<file path="config.mk">
export PLATFORM = sky130hd
export DESIGN_NAME = rf_write_arbiter
export DESIGN_NICKNAME = d
export VERILOG_FILES = /design/src/rtl/rf_write_arbiter.sv
export SDC_FILE = /design/constraint.sdc
export NUM_CORES = 1
export LEC_CHECK = 0
export BUFFER_PORTS_ARGS = -buffer_cell sky130_fd_sc_hd__buf_2
export CORE_MARGIN = 4
export CORE_UTILIZATION = 32
export CTS_CLUSTER_SIZE = 24
export DETAILED_ROUTE_END_ITERATION = 7
export GPL_ROUTABILITY_DRIVEN = 0
export REMOVE_ABC_BUFFERS = 1
export SLEW_MARGIN = 10
export SYNTH_ARGS = -nofsm -noshare
export SYNTH_HDL_FRONTEND = slang
export SYNTH_SLANG_ARGS = --single-unit
</file>
<file path="constraint.sdc">
create_clock -name CLK -period 2.29 [get_ports CLK]
set_input_delay 0 -clock CLK [delete_from_list [all_inputs] [get_ports CLK]]
set_output_delay 0 -clock CLK [all_outputs]
set_load 0.01 [all_outputs]
</file>
<file path="src/rtl/rf_write_arbiter.sv">
// Register-file write-port arbiter: pipeline writeback wins every cycle, LLU
// results wait in a small FIFO and drain into idle write-port cycles.
module rf_write_arbiter #(
  parameter int WORD_W = 32,
  parameter int DEPTH  = 2
) (
  input  logic              CLK,
  input  logic              nRST,
  input  logic              wb_valid,
  input  logic [4:0]        wb_wsel,
  input  logic [WORD_W-1:0] wb_wdat,
  input  logic              llu_valid,
  input  logic [4:0]        llu_wsel,
  input  logic [WORD_W-1:0] llu_wdat,
  output logic              llu_ready,
  output logic              rf_wen,
  output logic [4:0]        rf_wsel,
  output logic [WORD_W-1:0] rf_wdat,
  input  logic [4:0]        q_sel,
  output logic              q_busy
);
  localparam int PW = (DEPTH > 1) ? $clog2(DEPTH) : 1;
  localparam int CW = $clog2(DEPTH + 1);

  typedef enum logic [1:0] {EMPTY, PARTIAL, FULL} fifo_state_e;

  fifo_state_e                   state_q, state_d;
  logic [CW-1:0]                 count_q, count_d;
  logic [PW-1:0]                 rd_ptr_q, rd_ptr_d, wr_ptr_q, wr_ptr_d;
  logic [DEPTH-1:0][4:0]         ent_sel_q, ent_sel_d;
  logic [DEPTH-1:0][WORD_W-1:0]  ent_dat_q, ent_dat_d;
  logic                          rf_wen_q, rf_wen_d;
  logic [4:0]                    rf_wsel_q, rf_wsel_d;
  logic [WORD_W-1:0]             rf_wdat_q, rf_wdat_d;

  logic wb_take, pop, push, fifo_hit;

  function automatic logic [PW-1:0] ptr_inc(input logic [PW-1:0] p);
    return (p == PW'(DEPTH - 1)) ? '0 : p + 1'b1;
  endfunction

  assign llu_ready = (count_q < CW'(DEPTH));
  assign wb_take   = wb_valid && (wb_wsel != 5'd0);
  // A wb write to r0 is dropped, so it leaves the port free for a pop.
  assign pop       = (state_q != EMPTY) && !wb_take;
  assign push      = llu_valid && llu_ready && (llu_wsel != 5'd0);

  always_comb begin
    state_d   = state_q;
    count_d   = count_q;
    rd_ptr_d  = rd_ptr_q;
    wr_ptr_d  = wr_ptr_q;
    ent_sel_d = ent_sel_q;
    ent_dat_d = ent_dat_q;
    rf_wen_d  = 1'b0;
    rf_wsel_d = rf_wsel_q;
    rf_wdat_d = rf_wdat_q;

    if (wb_take) begin
      rf_wen_d  = 1'b1;
      rf_wsel_d = wb_wsel;
      rf_wdat_d = wb_wdat;
    end else if (pop) begin
      rf_wen_d  = 1'b1;
      rf_wsel_d = ent_sel_q[rd_ptr_q];
      rf_wdat_d = ent_dat_q[rd_ptr_q];
    end

    if (pop) rd_ptr_d = ptr_inc(rd_ptr_q);
    if (push) begin
      ent_sel_d[wr_ptr_q] = llu_wsel;
      ent_dat_d[wr_ptr_q] = llu_wdat;
      wr_ptr_d            = ptr_inc(wr_ptr_q);
    end

    if (push && !pop)      count_d = count_q + 1'b1;
    else if (pop && !push) count_d = count_q - 1'b1;

    if (count_d == '0)                state_d = EMPTY;
    else if (count_d == CW'(DEPTH))   state_d = FULL;
    else                              state_d = PARTIAL;
  end

  always_ff @(posedge CLK or negedge nRST) begin
    if (!nRST) begin
      state_q   <= EMPTY;
      count_q   <= '0;
      rd_ptr_q  <= '0;
      wr_ptr_q  <= '0;
      ent_sel_q <= '0;
      ent_dat_q <= '0;
      rf_wen_q  <= 1'b0;
      rf_wsel_q <= '0;
      rf_wdat_q <= '0;
    end else begin
      state_q   <= state_d;
      count_q   <= count_d;
      rd_ptr_q  <= rd_ptr_d;
      wr_ptr_q  <= wr_ptr_d;
      ent_sel_q <= ent_sel_d;
      ent_dat_q <= ent_dat_d;
      rf_wen_q  <= rf_wen_d;
      rf_wsel_q <= rf_wsel_d;
      rf_wdat_q <= rf_wdat_d;
    end
  end

  // An entry is live when its distance from the read pointer is below count.
  always_comb begin
    fifo_hit = 1'b0;
    for (int i = 0; i < DEPTH; i++) begin
      if ((((i >= int'(rd_ptr_q)) ? (i - int'(rd_ptr_q)) : (i + DEPTH - int'(rd_ptr_q)))
           < int'(count_q)) && (ent_sel_q[i] == q_sel))
        fifo_hit = 1'b1;
    end
  end

  assign q_busy  = (q_sel != 5'd0) && (fifo_hit || (rf_wen_q && (rf_wsel_q == q_sel)));
  assign rf_wen  = rf_wen_q;
  assign rf_wsel = rf_wsel_q;
  assign rf_wdat = rf_wdat_q;
endmodule
</file>
# == After elaboration in Yosys (flattened, before gate mapping) ==
# Cells that the tools add are included.
# W data, S select, Z words.
# totals
register_bits,118
input_bits,83
elab_cells,75
# classes
n_addsub,7
order_cmp,7
n_eq_ne,4
mux,25
n_reduce_logical,21
# op_table
operator,n
$mux W32,6
$bwmux W64,1
$demux W32 S1,1
$lt A32 B3 Y1,1
$mux W5,5
$eq A5 B5 Y1,3
$reduce_bool A5 Y1,3
$logic_and A1 B1 Y1,11
$bwmux W10,1
$mux W2,4
$mux W1,6
$demux W5 S1,1
$lt A1 B2 Y1 const B,2
$reduce_bool A2 Y1,2
$sub A1 B1 Y2 const A,2
$logic_not A1 Y1,3
$lt A2 B3 Y1,1
$sub A2 B1 Y3 const A,1
$add A1 B1 Y1 const B,2
$add A2 B1 Y2 const B,1
$eq A2 B2 Y1 const B,1
$logic_not A2 Y1,1
$lt A2 B2 Y1 const B,1
$sub A2 B1 Y2 const B,1
3 further kinds,3

# == Longest topological paths before layout ==
# depth
depth_word,10
ltp_mapped,7
ltp_nobuf,4

# == Least setup slack after synthesis ==
# OpenSTA, ideal clock, no wires.
# synth_path
kind,reg2reg
from,register count_q[1]
to,register ent_dat_q[0] in the netlist's numbering
arrival_ns,1.488
required_ns,2.165
setup_slack_ns,0.678
path_stages_with_launch,6
cell_sequence,dfrtp_1 > a211oi_2 > nand2b_1 > buf_2 > buf_2 > mux2_2
# synth_between
elab_chain_len,3
# synth_rtl
item,line_no,source
from (decl),28,"logic [CW-1:0] count_q, count_d;"
from (signal assigned),97,count_q <= count_d;
$lt A2 B2 Y1,42,assign llu_ready = (count_q < CW'(DEPTH));
$logic_and A1 B1 Y1 (2 in a row),46,assign push = llu_valid && llu_ready && (llu_wsel != 5'd0);
to (signal assigned),101,ent_dat_q <= ent_dat_d;
to (decl),31,"logic [DEPTH-1:0][WORD_W-1:0] ent_dat_q, ent_dat_d;"
# Every way passes these cells.
# A chain may end at the register's enable or synchronous reset.

# == Worst setup path after layout ==
# layout_path
from,register rd_ptr_q
to,output port q_busy
# layout_between
elab_chain_len,8
word_cells_on_any_way,13
# layout_rtl
item,line_no,source
from (decl),29,"logic [PW-1:0] rd_ptr_q, rd_ptr_d, wr_ptr_q, wr_ptr_d;"
from (signal assigned),98,rd_ptr_q <= rd_ptr_d;
$sub A2 B1 Y3 (tied with other cells),112,if ((((i >= int'(rd_ptr_q)) ? (i - int'(rd_ptr_q)) : (i + DEPTH - int'(rd_ptr_q)))
$mux W32,112,
$lt A32 B3 Y1,113,< int'(count_q)) && (ent_sel_q[i] == q_sel))
$logic_and A1 B1 Y1,113,
$mux W1,112,
$mux W1 *,112,
$logic_or A1 B1 Y1 *,118,assign q_busy = (q_sel != 5'd0) && (fifo_hit || (rf_wen_q && (rf_wsel_q == q_sel)));
$logic_and A1 B1 Y1 *,118,
to (decl),20,output logic q_busy
# Every way passes the cells marked *; elsewhere a longest branch is shown, timed or not.

==> impl_metrics.yaml <==
die:
  num_rows: 46
  io_pins: 123
  core_mm2: 0.0160
  die_width_um: 136
  start_util: 0.329
  die_area_mm2: 0.0185
  dieHeight_um: 136
synth:
  postSynthCellCount: 454
  yosysWarningCount: 0
  yosysTopAreaCell: "dfrtp_1"
  synth_edf_count: 0
  synth.distinct_cells: 25
  yosys-top-cells-area: "dfrtp_1 56%, mux2_2 16%, mux2i_1 7.0%"
  ys_seq_area_frac: 0.557
  synthesis.area_mm2: 0.00526
  async_flop_share: 1.00
  synth.ff_latch_count: 117
  ys.flop_type: "dfrtp_1"
  synth.avg_cell_area_um2: 11.6
  synth_top_area_frac: 0.557
cts:
  cts_root_buf: "clkbuf_16"
  htreeDepth: 4
  clkSinkCount: 117
  numCtsBuffers: 17
  insertion_delay_ns: 0.41
  cts_hold_buffers: 80
  cts_setup_buffers: 0
  clkTransAtPathRegs_ns: 0.05
  cts_resized: 0
  clock_path_buffers: 2
  cts_tree: "done"
setup_path:
  critical_path.max_stage_delay_ns: 0.39
  worstReg2RegStart: "count_q[1]$_DFF_PN0_"
  cp_top_family: "buffers and inverters"
  worstPathMaxFanout: 39
  r2r_slack_ns: 0.49
  startpoint: "rd_ptr_q$_DFFE_PN0P_"
  cp.required_ns: 2.29
  slowest_stage: "dfrtp_2"
  crit_buf_inv: 2
  worstSetupPathType: "register to primary output"
  startpoint_type: "register"
  cp_data_arrival_time_ns: 1.99
  end_kind: "primary output"
  cp_common_cell: "a21oi_1"
  cp_cell_sequence: "buf_12 -> a21oi_1 -> nor4_1 -> a32oi_1 -> a21oi_1 -> buf_2"
power:
  internal-power_mw: 6.45
  vdd_drop_max_uv: 533
  power_switching_mw: 3.18
  p_comb_frac: 0.373
  power_density_mw_per_mm2: 1290
  seqPwrFrac: 0.378
  leakage_nw: 3.48
  swShare: 0.330
  p_clk_frac: 0.249
timing:
  worstMarginPinSlew_ns: 0.610
  setup_ws_ns: 0.300
  period_share: 0.869
  rsz0062_at_grt: "no"
  hold_violations: 0
  fin_crit_ns: 1.99
  clock_skew_ns: 0.00946
  setup_viol: 0
  slew_viol_final: 0
  fmax_mhz: 503
  fin_setup_tns_ns: 0
  slew_headroom: 0.593
  whs_ns: 0.0777
global_routing:
  antenna_found_initial: 0
  grt_overflow: 0
  grt_first_pass_wirelength_um: 21700
  grt_max_degree: 54
  grt_util_all_layers: 0.150
  grt_pass1_vias: 4561
placed_design:
  placedCellCount: 773
  port-buffer-count: 122
  hpwl_um: 8340
  place_ws_ns: 0.494
detailed_routing:
  viasPerCell: 4.64
  vias: 4096
  first_pass_iters: 4
  drt_iter0_drc: 126
  ant_nets: 0
  drc: 0
  routed_wl_um: 12900
  wl_per_cell_um: 14.6
hold_path:
  hold_path.class: "input port to register"
  worstHoldStart: "llu_valid"
finish:
  final_cells: 883
  layout_common_cells: "121 x buf_2, 116 x dfrtp_1, 80 x dlygate4sd3_1, 75 x mux2_2, 41 x nor2_1"
  num-fill-cells: 1534
  num-nets-final: 739
  multi_input_area_mm2: 0.00220
  area_growth_pct: 42.4
  drive_gt1_frac: 0.358
  n_antenna_cell: 0
  final_common_cell: "buf_2"
  seqCellArea_mm2: 0.00293
outcome:
  outcome: "finished, final reports clean"
flow_run:
  maxCapViolCount: 0
==> per-layer routing <==
layer / share of wire / vias to the layer above / GRT usage
met3: 0.048 / 24 / 0.0389
met2: 0.50 / 91 / 0.266
met4: 0.022 / 0 / 0.0638
li1: - / 1980 / -
met5: 0 / - / 0
met1: 0.43 / 2001 / 0.169
==> through the flow <==
stage | utilization | power, mW | instance area [um^2]
after floorplan | - | 6.00 | 5130
after global placement | 0.384 | 7.02 | 6140
after detailed placement | 0.384 | 7.21 | 6140
after CTS | 0.468 | 9.77 | 7480
after global routing | 0.468 | 10.4 | 7480
final | 0.468 | 9.63 | 7480
==> layout make-up <==
cell class | instances | area share
repair buffers | 211 | 0.205
well taps | 216 | 0.0361
clock inverters | 4 | 0.00268
flip-flops and latches | 117 | 0.391
clock buffers | 26 | 0.0694
inverters | 3 | 0.00150
multi-input cells | 306 | 0.294
==> path summary, 6_finish.rpt <==
| path | end | cells after the start |
|---|---|---|
| worst max-delay path | q_busy | 6 |
| worst min-delay path | wr_ptr_q$_DFFE_PN0N_ | 4 |
| worst max register to register | ent_dat_q[57]$_DFFE_PN0P_ | 4 |
| worst min register to register | ent_dat_q[43]$_DFFE_PN0P_ | 1 |
| max in group asynchronous | ent_dat_q[10]$_DFFE_PN0P_ | 3 |
| min in group asynchronous | ent_dat_q[11]$_DFFE_PN0P_ | 2 |
==> sequential cells by signal, summed over array words and instances, names as in the netlist <==
signal and flops:
ent_dat_q 64, rf_wsel 5, wr_ptr_q 1, rf_wen 1
rd_ptr_q 1, state_q 1, count_q 2, ent_sel_q 10
rf_wdat 32
==> power groups by stage <==
stage               Sequential [mW]  Combinational [mW]  Clock [mW]
floorplan                      3.78                2.22           0
global placement               3.61                3.42           0
detailed placement             3.68                3.54           0
CTS                            3.64                3.66        2.47
global route                   3.78                4.03        2.55
finish                         3.64                3.59        2.40
==> worst min-delay path: stages <==
cell      delay (ns)
buf_2           0.09
inv_1           0.11
a211oi_2        0.10
xor2_1          0.13
==> kinds of logic (layout without fill, tap and decap cells) <==
family                    Yosys count  in the layout  synth area share
muxes                             112            112             0.231
xor gates and xnor gates           18             18            0.0300
AOI/OAI and AO/OA                  83             83            0.0836
buffers and inverters              31            244            0.0262
and+or+nand+nor                    93             93            0.0721
DFF                               117            117             0.557
==> cells in the mapped netlist (2+ instances only) <==
cell	instances
dfrtp_1	117
mux2_2	75
nor2_1	42
a21oi_1	40
nand2_1	38
o21ai_0	38
mux2i_1	37
clkbuf_1	16
xor2_1	14
buf_2	11
xnor2_1	4
inv_1	3
nand2b_1	3
nand3_1	3
nor4_1	2
or4_1	2
Note: power is estimated with default switching activity, not from simulation.
